### config.mk
export PLATFORM = sky130hd
export DESIGN_NAME = tbs_tx_arbiter
export DESIGN_NICKNAME = d
export VERILOG_FILES = /design/src/rtl/tbs_pkg.sv /design/src/rtl/tbs_rr_arbiter.sv /design/src/rtl/tbs_tx_arbiter.sv
export SDC_FILE = /design/constraint.sdc
export NUM_CORES = 1
export LEC_CHECK = 0
export ABC_AREA = 1
export ABC_CLOCK_PERIOD_IN_PS = 5500
export BUFFER_PORTS_ARGS = -buffer_cell sky130_fd_sc_hd__buf_2
export CAP_MARGIN = 20
export CORE_ASPECT_RATIO = 1.5
export CORE_UTILIZATION = 45
export CTS_CLUSTER_DIAMETER = 40
export DETAILED_ROUTE_END_ITERATION = 12
export PLACE_DENSITY = 0.77
export SETUP_SLACK_MARGIN = 0.02
export SYNTH_ARGS = -nofsm -noshare
export SYNTH_HDL_FRONTEND = slang
export SYNTH_SLANG_ARGS = --single-unit
export TNS_END_PERCENT = 50
### constraint.sdc
create_clock -name clk_50M -period 5.5 [get_ports clk_50M]
set_input_delay 0.275 -clock clk_50M [delete_from_list [all_inputs] [get_ports clk_50M]]
set_output_delay 0.275 -clock clk_50M [all_outputs]
set_load 0.005 [all_outputs]
### src/rtl/tbs_pkg.sv
// Shared types and defaults for the TBS transmit path.
// TBS_TX_PARITY_EN selects 8E1 framing (11 bit periods) instead of 8N1 (10 bit periods).
package tbs_pkg;

  localparam int TBS_BIT_PERIOD = 434;
  localparam int TBS_PULSE      = 54;

`ifdef TBS_TX_PARITY_EN
  localparam int FRAME_BITS = 11;
`else
  localparam int FRAME_BITS = 10;
`endif

  typedef enum logic [1:0] {
    IDLE  = 2'd0,
    SEND  = 2'd1,
    GUARD = 2'd2
  } tbs_state_t;

  // Frame image, LSB transmitted first: start(0), d0..d7, [parity], stop(1).
  function automatic logic [FRAME_BITS-1:0] tbs_frame(input logic [7:0] data);
`ifdef TBS_TX_PARITY_EN
    return {1'b1, ^data, data, 1'b0};
`else
    return {1'b1, data, 1'b0};
`endif
  endfunction

endpackage

### src/rtl/tbs_rr_arbiter.sv
// Combinational round-robin picker: first valid requester at or above rr_ptr, with wrap.
module tbs_rr_arbiter #(
  parameter int NUM_REQ = 4,
  parameter int IDX_W   = $clog2(NUM_REQ)
) (
  input  logic [NUM_REQ-1:0] req_valid,
  input  logic [IDX_W-1:0]   rr_ptr,
  output logic [NUM_REQ-1:0] grant,
  output logic [IDX_W-1:0]   grant_idx,
  output logic               any_valid
);

  int               idx;
  logic [IDX_W-1:0] ix;

  // Walk the priority order from lowest to highest priority so the closest
  // valid requester to rr_ptr is the last one written.
  always_comb begin
    grant     = '0;
    grant_idx = '0;
    any_valid = 1'b0;
    idx       = 0;
    ix        = '0;
    for (int k = NUM_REQ - 1; k >= 0; k--) begin
      idx = int'(rr_ptr) + k;
      if (idx >= NUM_REQ) idx = idx - NUM_REQ;
      ix = IDX_W'(idx);
      if (req_valid[ix]) begin
        grant     = '0;
        grant[ix] = 1'b1;
        grant_idx = ix;
        any_valid = 1'b1;
      end
    end
  end

endmodule

### src/rtl/tbs_tx_arbiter.sv
// Round-robin byte arbiter driving the single-wire TBS line (UART frame, '0' bits as short low pulses).
// Build option: TBS_TX_PARITY_EN adds an even-parity bit before stop.
//
// state | meaning
// IDLE  | line high, arbitrating; a valid request transfers on this edge
// SEND  | shifting FRAME_BITS bit periods out of frame_sr
// GUARD | line high for GUARD_BITS bit periods before the next grant
module tbs_tx_arbiter
  import tbs_pkg::*;
#(
  parameter int NUM_REQ          = 4,
  parameter int BIT_PERIOD_COUNT = TBS_BIT_PERIOD,
  parameter int PULSE_COUNT      = TBS_PULSE,
  parameter int GUARD_BITS       = 2
) (
  input  logic                       clk_50M,
  input  logic                       rst_n,
  input  logic [NUM_REQ-1:0]         req_valid,
  input  logic [8*NUM_REQ-1:0]       req_data,
  output logic [NUM_REQ-1:0]         req_ready,
  output logic                       TBS_out,
  output logic                       busy,
  output logic [$clog2(NUM_REQ)-1:0] grant_id
);

  localparam int IDX_W = $clog2(NUM_REQ);
  localparam int PER_W = $clog2(BIT_PERIOD_COUNT);
  localparam logic [PER_W-1:0] PER_LAST   = PER_W'(BIT_PERIOD_COUNT - 1);
  localparam logic [PER_W-1:0] PULSE_END  = PER_W'(PULSE_COUNT);
  localparam logic [3:0]       FRAME_LAST = 4'(FRAME_BITS - 1);
  localparam logic [3:0]       GUARD_LAST = 4'(GUARD_BITS - 1);

  tbs_state_t            state;
  logic [PER_W-1:0]      per_cnt;
  logic [PER_W-1:0]      per_nxt;
  logic [3:0]            bit_cnt;
  logic [FRAME_BITS-1:0] frame_sr;
  logic [IDX_W-1:0]      rr_ptr;
  logic [NUM_REQ-1:0]    arb_grant;
  logic [IDX_W-1:0]      arb_idx;
  logic                  arb_any;
  logic [7:0]            sel_byte;

  tbs_rr_arbiter #(
    .NUM_REQ (NUM_REQ),
    .IDX_W   (IDX_W)
  ) u_rr (
    .req_valid (req_valid),
    .rr_ptr    (rr_ptr),
    .grant     (arb_grant),
    .grant_idx (arb_idx),
    .any_valid (arb_any)
  );

  assign req_ready = (state == IDLE) ? arb_grant : '0;
  assign busy      = (state != IDLE);
  assign per_nxt   = per_cnt + PER_W'(1);

  always_comb begin
    sel_byte = '0;
    for (int i = 0; i < NUM_REQ; i++) begin
      if (arb_grant[i]) sel_byte = sel_byte | req_data[i*8 +: 8];
    end
  end

  // TBS_out is computed from the next counter values so the line tracks
  // per_cnt/frame_sr with no extra pipeline cycle.
  always_ff @(posedge clk_50M or negedge rst_n) begin
    if (!rst_n) begin
      state    <= IDLE;
      per_cnt  <= '0;
      bit_cnt  <= '0;
      frame_sr <= '1;
      rr_ptr   <= '0;
      grant_id <= '0;
      TBS_out  <= 1'b1;
    end else begin
      case (state)
        IDLE: begin
          TBS_out <= 1'b1;
          if (arb_any) begin
            frame_sr <= tbs_frame(sel_byte);
            grant_id <= arb_idx;
            rr_ptr   <= (arb_idx == IDX_W'(NUM_REQ - 1)) ? '0 : arb_idx + 1'b1;
            per_cnt  <= '0;
            bit_cnt  <= '0;
            state    <= SEND;
            TBS_out  <= 1'b0;  // start bit pulse begins immediately
          end
        end
        SEND: begin
          if (per_cnt == PER_LAST) begin
            per_cnt  <= '0;
            frame_sr <= {1'b1, frame_sr[FRAME_BITS-1:1]};
            if (bit_cnt == FRAME_LAST) begin
              bit_cnt <= '0;
              state   <= GUARD;
              TBS_out <= 1'b1;
            end else begin
              bit_cnt <= bit_cnt + 4'd1;
              TBS_out <= frame_sr[1];
            end
          end else begin
            per_cnt <= per_nxt;
            TBS_out <= ~((per_nxt < PULSE_END) & ~frame_sr[0]);
          end
        end
        GUARD: begin
          TBS_out <= 1'b1;
          if (per_cnt == PER_LAST) begin
            per_cnt <= '0;
            if (bit_cnt == GUARD_LAST) begin
              bit_cnt <= '0;
              state   <= IDLE;
            end else begin
              bit_cnt <= bit_cnt + 4'd1;
            end
          end else begin
            per_cnt <= per_nxt;
          end
        end
        default: begin
          state   <= IDLE;
          TBS_out <= 1'b1;
        end
      endcase
    end
  end

endmodule

==> impl_metrics.env, run 1 <==
export IMPL_yosysWarningCount=0
export IMPL_crit_chain="inv_6 > ha_1 > inv_1 > nand3_2 > nand2_2 > inv_2 > nor2_1 > nor2_1 > nand2_1 > o21ai_2 > inv_1 > nor2_1 > buf_2"
export IMPL_dr_wl_met2_mm=2.58
export IMPL_antenna_found_initial=0
export IMPL_wl_met3_um=169
export IMPL_tightest_slew_ns=0.643
export IMPL_cts_buffer_depth=2
export IMPL_crit_fanout=13
export IMPL_drc=0
export IMPL_clock_sinks=29
export IMPL_fin_hold_ws_ns=0.0180
export IMPL_yosys_area_top_type_share_pct=20.6
export IMPL_cts_tree="built"
export IMPL_io_buffers=45
export IMPL_final_cell_mix="nand2_1 (105), buf_2 (45), inv_1 (33), nand3_1 (28), dfrtp_1 (19)"
export IMPL_cp_arrival_ns=2.41
export IMPL_boundaryPins=46
export IMPL_finalHoldViolations=0
export IMPL_fin_cells=442
export IMPL_drt_initial_drc_count=100
export IMPL_m1WireLength_mm=2.13
export IMPL_regToRegStartpoint="rr_ptr[0]$_DFFE_PN0P_"
export IMPL_cp_start_kind="register"
export IMPL_ys_seq_area_share_pct=32.0
export IMPL_reg2reg_to="frame_sr[4]$_DFFE_PN1P_"
export IMPL_grt_max_degree=30
export IMPL_fillCellCount=507
export IMPL_slowest_delay_ns=0.66
export IMPL_core_um2=4890
export IMPL_die_w_um=60.5
export IMPL_setup_viol=0
export IMPL_synth_ff_type="dfrtp_1"
export IMPL_grt_pass1_vias=2144
export IMPL_hold_class="in2async"
export IMPL_num_vias=2211
export IMPL_clkTransAtPathRegs_ns=0.06
export IMPL_cap_viol_max_count=0
export IMPL_dp_hpwl_mm=3.94
export IMPL_reg2reg_depth=12
export IMPL_ctsResizeCount=0
export IMPL_wl_mm=4.99
export IMPL_cpMaxStageDelayCell="dfrtp_1"
export IMPL_min_period_over_period_pct=48.8
export IMPL_finalSetupTns_ns=0
export IMPL_dieArea_um2=5430
export IMPL_synth_area_top_cells="dfrtp_1 (21%), nand2_1 (17%), dfstp_2 (11%)"
export IMPL_antennaDiodeCount=0
export IMPL_cts_root_buffer="clkbuf_8"
export IMPL_layout_commonest_cell="nand2_1"
export IMPL_grt_ovfl_total=0
export IMPL_synth_nets=378
export IMPL_cts_setup_buffers=0
export IMPL_postSynthCellCount=325
export IMPL_status="complete, no violations"
export IMPL_pwr_density_cell_nw_per_um2=662
export IMPL_rows=31
export IMPL_slew_headroom_pct=57.1
export IMPL_drtAntennaViolNets=0
export IMPL_fin_crit_ns=2.68
export IMPL_wire_per_inst_um=11.3
export IMPL_grt_usage_pct=20.3
export IMPL_yosysTopAreaCell="dfrtp_1"
export IMPL_cts_inserted_buffers=5
export IMPL_ys_seq_elements=29
export IMPL_p_leak_nw=1.41
export IMPL_grt_pass1_wl_mm=8.60
export IMPL_synth_area_um2=2310
export IMPL_nets=428
export IMPL_critPathCaptureType="output pin"
export IMPL_routed_top_layer="met4"
export IMPL_cts_hold_buffers_added=0
export IMPL_firstDrtPassIters=4
export IMPL_synthDistinctLibCells=35
export IMPL_viasPerCell=5.00
export IMPL_avgSynthCellArea_um2=7.11
export IMPL_finalMaxSlewViolations=0
export IMPL_start_util_pct=47.3
export IMPL_critical_path_class="reg2out"
export IMPL_drive_gt1_share_pct=25.3
export IMPL_cp_data_required_time_ns=5.22
export IMPL_synth_edff_count=0
export IMPL_vdd_drop_max_mv=0.243
export IMPL_dp_cells=434
export IMPL_syn_to_final_growth_pct=16.6
export IMPL_finalWeightedCongestion=0.833
export IMPL_fin_worst_skew_ns=0.00740
export IMPL_rrSetupSlack_ns=3.13
export IMPL_worstSkewPairLatency_ns=0.28
export IMPL_die_h_um=89.7
export IMPL_rsz0062_at_grt="false"
export IMPL_cpMostUsedCell="nor2_1"
export IMPL_htreeDepth=2
export IMPL_fmax_mhz=373
export IMPL_async_flop_share_pct=100
==> critical path: cells and delay by family (launching register included) <==
family / cells / cell delay [ns]
DFF: 1 / 0.66
and+or+nand+nor: 6 / 0.51
buffers and inverters: 5 / 0.49
adders and majority gates: 1 / 0.35
AOI/OAI and AO/OA: 1 / 0.12
==> worst max path at each step <==
| stage | startpoint | to | slack (ns) |
|---|---|---|---|
| global placement | rr_ptr[0]$_DFFE_PN0P_ | req_ready[2] | 3.20 |
| detailed placement | rr_ptr[0]$_DFFE_PN0P_ | req_ready[2] | 3.13 |
| global route | rr_ptr[0]$_DFFE_PN0P_ | req_ready[2] | 2.59 |
| floorplan | rr_ptr[0]$_DFFE_PN0P_ | frame_sr[1]$_DFFE_PN1P_ | 3.50 |
| CTS | rr_ptr[0]$_DFFE_PN0P_ | req_ready[2] | 2.81 |
| finish | rr_ptr[0]$_DFFE_PN0P_ | req_ready[2] | 2.82 |
==> metal layers <==
layer  up-vias  GRT usage [%]
li1       1148              -
met1      1015           22.0
met2        40           35.8
met3         8           4.60
met4         0           9.09
met5         -              0
==> cell families after synthesis <==
family,synth area share (%)
fa+ha+maj,8.13
mux,0.433
compound gates,12.2
xor+xnor,2.28
buf+inv,7.20
simple gates,37.8
flops,32.0
==> cells in the mapped netlist (2+ instances only) <==
master,count
ha_1,15
nor3_1,6
dfrtp_1,19
or2_2,9
nand2_4,3
o21ai_2,3
o22ai_1,7
nand4_1,2
o21bai_1,7
o21ai_0,13
nand3_2,3
inv_1,33
nand2_2,7
o21ai_1,2
dfstp_2,10
a21oi_1,12
nand2_1,105
nor2_1,17
inv_2,5
nand3_1,28
xor2_1,5
==> power breakdown <==
group	switching, W	internal, W	total, W
sequential	0.0000761	0.000327	0.000404
combinational	0.000769	0.000429	0.00120
clock	0.0000789	0.000102	0.000181
total	0.000925	0.000858	0.00178
==> registers in the layout, summed over array words and instances (netlist names) <==
signal,flops
per_cnt,9
frame_sr,9
state,2
TBS_out,1
grant_id,2
bit_cnt,4
rr_ptr,2
==> through the flow <==
step,area (um2),setup slack [ns],utilization (%),total power (W)
final,2690,2.82,55.1,0.00178
after global routing,2690,2.59,55.1,0.00200
after CTS,2690,2.81,55.1,0.00180
after detailed placement,2600,3.13,53.3,0.00161
after global placement,2600,3.20,53.3,0.00158
after floorplan,2310,3.50,-,0.00134
==> cell type report <==
type                            count  area (um2)  area share (%)
Multi-Input combinational cell    255        1410            52.2
Inverter                           39         151            5.62
Timing Repair Buffer               45         225            8.36
Tap cell                           66        82.6            3.07
Sequential cell                    29         738            27.4
Clock buffer                        8        90.1            3.35
(Power assumes the default switching activity.)
==> run 2, diff against run 1 <==
--- a/config.mk
+++ b/config.mk
@@ -6,7 +6,7 @@
 export NUM_CORES = 1
 export LEC_CHECK = 0
 export ABC_AREA = 1
-export ABC_CLOCK_PERIOD_IN_PS = 5500
+export ABC_CLOCK_PERIOD_IN_PS = 2500
 export BUFFER_PORTS_ARGS = -buffer_cell sky130_fd_sc_hd__buf_2
 export CAP_MARGIN = 20
 export CORE_ASPECT_RATIO = 1.5
==> constraint.sdc (replaced) <==
create_clock -name clk_50M -period 2.5 [get_ports clk_50M]
set_input_delay 0.125 -clock clk_50M [delete_from_list [all_inputs] [get_ports clk_50M]]
set_output_delay 0.125 -clock clk_50M [all_outputs]
set_load 0.005 [all_outputs]
==> impl_metrics.env, run 2 (synthesis gave the netlist of run 1 again) <==
export IMPL_status="complete, no violations"
export IMPL_dp_hpwl_mm=3.99
export IMPL_num_vias=2250
export IMPL_hold_class="in2reg"
export IMPL_use_met1_pct=23.1
export IMPL_drt_initial_drc_count=116
export IMPL_met2_usage_pct=35.4
export IMPL_grt_pass1_wl_mm=8.63
export IMPL_start_util_pct=47.3
export IMPL_layout_commonest_cell="nand2_1"
export IMPL_viasPerCell=5.06
export IMPL_grt_pass1_vias=2068
export IMPL_grt_max_degree=30
export IMPL_finalSetupTns_ns=0
export IMPL_htreeDepth=2
export IMPL_rows=31
export IMPL_slew_headroom_pct=56.9
export IMPL_vdd_drop_max_mv=0.598
export IMPL_antenna_found_initial=0
export IMPL_critical_path_class="reg2out"
export IMPL_boundaryPins=46
export IMPL_crit_chain="inv_2 > ha_1 > inv_1 > nand3_2 > nand2_2 > inv_2 > nor2_1 > nor2_1 > nand2_1 > o21ai_2 > inv_1 > nor2_1 > buf_2"
export IMPL_grtUsageMet3_pct=4.03
export IMPL_fin_worst_skew_ns=0.00859
export IMPL_io_buffers=45
export IMPL_finalWeightedCongestion=0.881
export IMPL_tightest_slew_ns=0.646
export IMPL_critPathCaptureType="output pin"
export IMPL_dieArea_um2=5430
export IMPL_cp_start_kind="register"
export IMPL_fin_total_pwr_w=0.00396
export IMPL_cpMostUsedCell="nor2_1"
export IMPL_p_leak_nw=1.42
export IMPL_crit_fanout=9
export IMPL_cts_buffer_depth=2
export IMPL_wl_mm=5.10
export IMPL_top_usage_layer="met2"
export IMPL_antennaDiodeCount=0
export IMPL_worstSkewPairLatency_ns=0.29
export IMPL_cts_inserted_buffers=5
export IMPL_grt_usage_pct=20.6
export IMPL_die_w_um=60.5
export IMPL_wire_per_inst_um=11.5
export IMPL_cts_root_buffer="clkbuf_8"
export IMPL_core_um2=4890
export IMPL_pwr_density_cell_nw_per_um2=1460
export IMPL_min_period_over_period_pct=91.7
export IMPL_cap_viol_max_count=0
export IMPL_cp_arrival_ns=2.17
export IMPL_setup_viol=0
export IMPL_clkTransAtPathRegs_ns=0.06
export IMPL_fmax_mhz=436
export IMPL_reg_top3="frame_sr: 9 flops, per_cnt: 9 flops, bit_cnt: 4 flops"
export IMPL_die_h_um=89.7
export IMPL_fillCellCount=499
export IMPL_firstDrtPassIters=4
export IMPL_fin_crit_ns=2.29
export IMPL_rsz0062_at_grt="false"
export IMPL_nets=431
export IMPL_grt_ovfl_total=0
export IMPL_clock_sinks=29
export IMPL_cpMaxStageDelayCell="dfrtp_2"
export IMPL_drtAntennaViolNets=0
export IMPL_drc=0
export IMPL_slowest_delay_ns=0.46
export IMPL_syn_to_final_growth_pct=17.7
export IMPL_cts_tree="built"
export IMPL_finalHoldViolations=0
export IMPL_finalMaxSlewViolations=0
export IMPL_cp_data_required_time_ns=2.38
export IMPL_final_cell_mix="nand2_1 (105), buf_2 (45), inv_1 (32), nand3_1 (28), dfrtp_1 (18)"
export IMPL_drive_gt1_share_pct=26.1
[run 2: repair_timing]
item | 4_1_cts | 5_1_grt
resized for setup | 0 | 2
setup endpoints to repair | 0 | 2
hold endpoints to repair | 19 | 0
hold buffers | 1 | 0
buffers inserted | 0 | 0
[run 2: critical path, delay by kind of cell, from the launching register on]
family | cells | cell delay [ns]
compound gates | 1 | 0.12
flops | 1 | 0.46
simple gates | 6 | 0.51
fa+ha+maj | 1 | 0.27
buf+inv | 5 | 0.51
[run 2: per-stage QoR]
stage	cell area, um2	std cells	hold WS, ns	setup WS, ns	utilization [%]
floorplan	2310	325	-0.171	0.504	-
global placement	2620	436	0.186	0.317	53.6
detailed placement	2620	436	0.191	0.249	53.6
CTS	2720	445	0.138	0.0664	55.6
global route	2720	445	0.163	0.0240	55.6
finish	2720	445	0.146	0.208	55.6
[run 2: layout make-up]
type | instances | area [um2] | area share, %
Multi-Input combinational cell | 255 | 1410 | 51.7
Timing Repair Buffer | 48 | 250 | 9.20
Tap cell | 66 | 82.6 | 3.04
Clock buffer | 8 | 90.1 | 3.31
Inverter | 39 | 151 | 5.57
Sequential cell | 29 | 739 | 27.2
[run 2: worst paths after layout]
path,cells past startpoint,startpoint,to,slack (ns)
hold reg to reg,2,frame_sr[6]$_DFFE_PN1P_,frame_sr[6]$_DFFE_PN1P_,0.47
min in group asynchronous,2,rst_n,per_cnt[8]$_DFFE_PN0P_,0.40
setup / recovery,13,rr_ptr[1]$_DFFE_PN0P_,req_ready[2],0.21
setup reg to reg,12,rr_ptr[1]$_DFFE_PN0P_,frame_sr[3]$_DFFE_PN1P_,0.38
max in group asynchronous,2,rst_n,rr_ptr[1]$_DFFE_PN0P_,1.63
hold / removal,5,req_data[22],frame_sr[7]$_DFFE_PN1P_,0.15
[run 2: layer usage]
layer  routed length, um  up-vias
met5                   0        -
met4                 145        0
met3                 193       12
met2                2560       46
met1                2200     1031
li1                    -     1161
[run 2: power breakdown]
part / internal [W] / switching (W) / leakage, nW
Clock: 0.000224 / 0.000175 / 0.0455
Sequential: 0.000723 / 0.000141 / 0.352
Combinational: 0.000969 / 0.00173 / 1.02
Total: 0.00192 / 0.00204 / 1.42
==> run 3, diff against run 2 <==
--- a/config.mk
+++ b/config.mk
@@ -5,7 +5,6 @@
 export SDC_FILE = /design/constraint.sdc
 export NUM_CORES = 1
 export LEC_CHECK = 0
-export ABC_AREA = 1
 export ABC_CLOCK_PERIOD_IN_PS = 2500
 export BUFFER_PORTS_ARGS = -buffer_cell sky130_fd_sc_hd__buf_2
 export CAP_MARGIN = 20
@@ -13,7 +12,7 @@
 export CORE_UTILIZATION = 45
 export CTS_CLUSTER_DIAMETER = 40
 export DETAILED_ROUTE_END_ITERATION = 12
-export PLACE_DENSITY = 0.77
+export PLACE_DENSITY = 0.66
 export SETUP_SLACK_MARGIN = 0.02
 export SYNTH_ARGS = -nofsm -noshare
 export SYNTH_HDL_FRONTEND = slang
==> impl_metrics.env, run 3 <==
export IMPL_clockPowerShare_pct=10.0
export IMPL_fin_worst_skew_ns=0.00818
export IMPL_synth_nets=352
export IMPL_rrSetupSlack_ns=0.29
export IMPL_yosysMostFrequentCell="o21ai_0"
export IMPL_grt_max_degree=30
export IMPL_cts_buffer_depth=2
export IMPL_cts_inserted_buffers=5
export IMPL_antennaDiodeCount=0
export IMPL_setup_viol=0
export IMPL_async_flop_share_pct=100
export IMPL_rows=33
export IMPL_synth_area_top_cells="dfrtp_1 (19%), dfstp_2 (10%), ha_1 (7.4%)"
export IMPL_grt_usage_pct=23.3
export IMPL_synth_area_um2=2550
export IMPL_grt_pass1_vias=2302
export IMPL_clkTransAtPathRegs_ns=0.07
export IMPL_cap_viol_max_count=0
export IMPL_ys_seq_elements=29
export IMPL_wire_per_inst_um=16.3
export IMPL_p_int_w=0.00197
export IMPL_vdd_drop_max_mv=0.513
export IMPL_worstSkewPairLatency_ns=0.28
export IMPL_post_route_cell_area_um2=3100
export IMPL_synth_ff_type="dfrtp_1"
export IMPL_synthDistinctLibCells=55
export IMPL_layout_commonest_cell="buf_2"
export IMPL_slowest_delay_ns=0.38
export IMPL_fin_cells=427
export IMPL_p_sw_w=0.00182
export IMPL_yosysWarningCount=0
export IMPL_cp_arrival_ns=2.26
export IMPL_dp_cells=416
export IMPL_fin_crit_ns=2.39
export IMPL_ys_seq_area_share_pct=29.0
export IMPL_synth_edff_count=0
export IMPL_min_to="frame_sr[3]$_DFFE_PN1P_"
export IMPL_dp_hpwl_mm=5.05
export IMPL_cp_depth=8
export IMPL_critical_path_class="reg2out"
export IMPL_yosys_area_top_type_share_pct=18.7
export IMPL_die_h_um=94.2
export IMPL_core_um2=5450
export IMPL_wl_mm=6.95
export IMPL_reg2reg_to="frame_sr[8]$_DFFE_PN1P_"
export IMPL_viasPerCell=6.17
export IMPL_finalWeightedCongestion=0.882
export IMPL_slew_headroom_pct=47.7
export IMPL_grt_pass1_wl_mm=10.9
export IMPL_critPathCaptureType="output pin"
export IMPL_boundaryPins=46
export IMPL_status="complete, no violations"
export IMPL_finalHoldViolations=0
export IMPL_hold_path_startpoint="req_data[18]"
export IMPL_avgSynthCellArea_um2=8.52
export IMPL_firstDrtPassIters=5
export IMPL_drc=0
export IMPL_pwr_density_cell_nw_per_um2=1220
export IMPL_fillCellCount=515
export IMPL_crit_family="compound AO/OA/AOI/OAI gates"
export IMPL_yosysTopAreaCell="dfrtp_1"
export IMPL_swShare_pct=48.0
export IMPL_cp_start_kind="register"
export IMPL_rsz0062_at_grt="true"
export IMPL_dieArea_um2=5970
export IMPL_postSynthCellCount=299
export IMPL_fin_hold_ws_ns=0.0888
export IMPL_reg2reg_depth=8
export IMPL_syn_to_final_growth_pct=21.7
export IMPL_final_cell_mix="buf_2 (45), o21ai_0 (31), nand2_1 (24), nor2_1 (23), nand3_1 (22)"
export IMPL_critical_path_buf_inv_count=2
export IMPL_io_buffers=45
export IMPL_cp_data_required_time_ns=2.38
export IMPL_fmax_mhz=418
export IMPL_die_w_um=63.4
export IMPL_start_util_pct=46.8
export IMPL_regToRegStartpoint="rr_ptr[0]$_DFFE_PN0P_"
export IMPL_cpMaxStageDelayCell="dfrtp_1"
export IMPL_finalMaxSlewViolations=0
export IMPL_crit_chain="buf_6 > mux2_4 > mux2i_4 > o211ai_1 > a31oi_4 > a21oi_1 > nor2_1 > buf_2"
export IMPL_hold_class="in2reg"
export IMPL_antenna_found_initial=0
export IMPL_min_period_over_period_pct=95.6
export IMPL_cts_tree="built"
export IMPL_reg_top3="frame_sr: 9 flops, per_cnt: 9 flops, bit_cnt: 4 flops"
export IMPL_yosys_top_cells_count="o21ai_0 (31), nand2_1 (24), nor2_1 (23)"
export IMPL_seq_power_share_pct=20.9
export IMPL_clock_sinks=29
export IMPL_grt_ovfl_total=0
export IMPL_cts_root_buffer="clkbuf_8"
export IMPL_drtAntennaViolNets=0
export IMPL_drt_initial_drc_count=365
export IMPL_tightest_slew_ns=0.773
export IMPL_p_leak_nw=1.30
export IMPL_crit_fanout=10
export IMPL_num_vias=2633
export IMPL_drive_gt1_share_pct=29.4
export IMPL_nets=409
export IMPL_htreeDepth=2
export IMPL_whs_path_depth=3
export IMPL_combPwrFrac_pct=69.2
export IMPL_place_area_um2=2910
## run 3: worst max-delay path by stage
stage | startpoint | to | slack [ns]
after floorplan | rr_ptr[0]$_DFFE_PN0P_ | frame_sr[8]$_DFFE_PN1P_ | 0.06
after global placement | rr_ptr[0]$_DFFE_PN0P_ | frame_sr[8]$_DFFE_PN1P_ | 0.24
after detailed placement | rr_ptr[0]$_DFFE_PN0P_ | frame_sr[8]$_DFFE_PN1P_ | 0.18
after CTS | rr_ptr[0]$_DFFE_PN0P_ | req_ready[0] | 0.01
after global routing | rr_ptr[0]$_DFFE_PN0P_ | req_ready[3] | -0.008
final | rr_ptr[0]$_DFFE_PN0P_ | req_ready[3] | 0.11
## run 3: kinds of logic (layout without fill, tap and decap cells)
group,count (synthesis),count (layout),share of synthesized area [%]
mux,10,10,4.96
buf+inv,24,82,3.98
flops,29,29,29.0
xor+xnor,2,2,0.687
compound gates,121,121,35.3
simple gates,98,98,18.8
fa+ha+maj,15,15,7.36
## run 3: area by class of cell
type | instances | area (um2) | area share (%)
sequential | 29 | 738 | 23.8
multi-input combinational | 246 | 1790 | 57.7
inverter | 12 | 45.0 | 1.45
tap | 70 | 87.6 | 2.82
clock buffer | 6 | 72.6 | 2.34
timing repair buffer | 62 | 359 | 11.6
clock inverter | 2 | 10.0 | 0.323
## run 3: per-stage QoR
| stage | setup slack (ns) | setup TNS [ns] | util [%] | total power (W) |
|---|---|---|---|---|
| after floorplan | 0.0572 | 0 | - | 0.00251 |
| after detailed placement | 0.185 | 0 | 53.4 | 0.00315 |
| final | 0.110 | 0 | 56.9 | 0.00379 |
| after global routing | -0.00798 | -0.00798 | 56.9 | 0.00408 |
| after global placement | 0.240 | 0 | 53.4 | 0.00312 |
| after CTS | 0.0145 | 0 | 55.3 | 0.00357 |
## run 3: per-layer routing
metal  wire length, um  vias up  part of all wire, %  GRT usage (%)
met2              3600       98                   52           39.8
met4                85        0                  1.2           10.4
met5                 0        -                    0              0
met1              2920     1261                   42           28.3
li1                  -     1265                    -              -
met3               350        9                  5.0           4.00
## run 3: tightest hold or removal path, stage by stage
cell       delay [ns]
buf_2            0.08
nand3_1          0.06
o2111ai_1        0.07
## run 3: timing repair
item / 4_1_cts / 5_1_grt
resized for setup: 2 / 14
buffers inserted: 0 / 2
pin swaps: 0 / 5
hold endpoints to repair: 19 / 0
setup endpoints to repair: 3 / 4
hold buffers: 1 / 0
## run 3: power by group through the flow
stage          registers [W]  clock network, W  logic [W]
2_1_floorplan       0.000770                 0    0.00174
3_3_place_gp        0.000795                 0    0.00233
3_5_place_dp        0.000795                 0    0.00236
4_1_cts             0.000789          0.000389    0.00239
5_1_grt             0.000814          0.000411    0.00285
6_report            0.000790          0.000377    0.00262
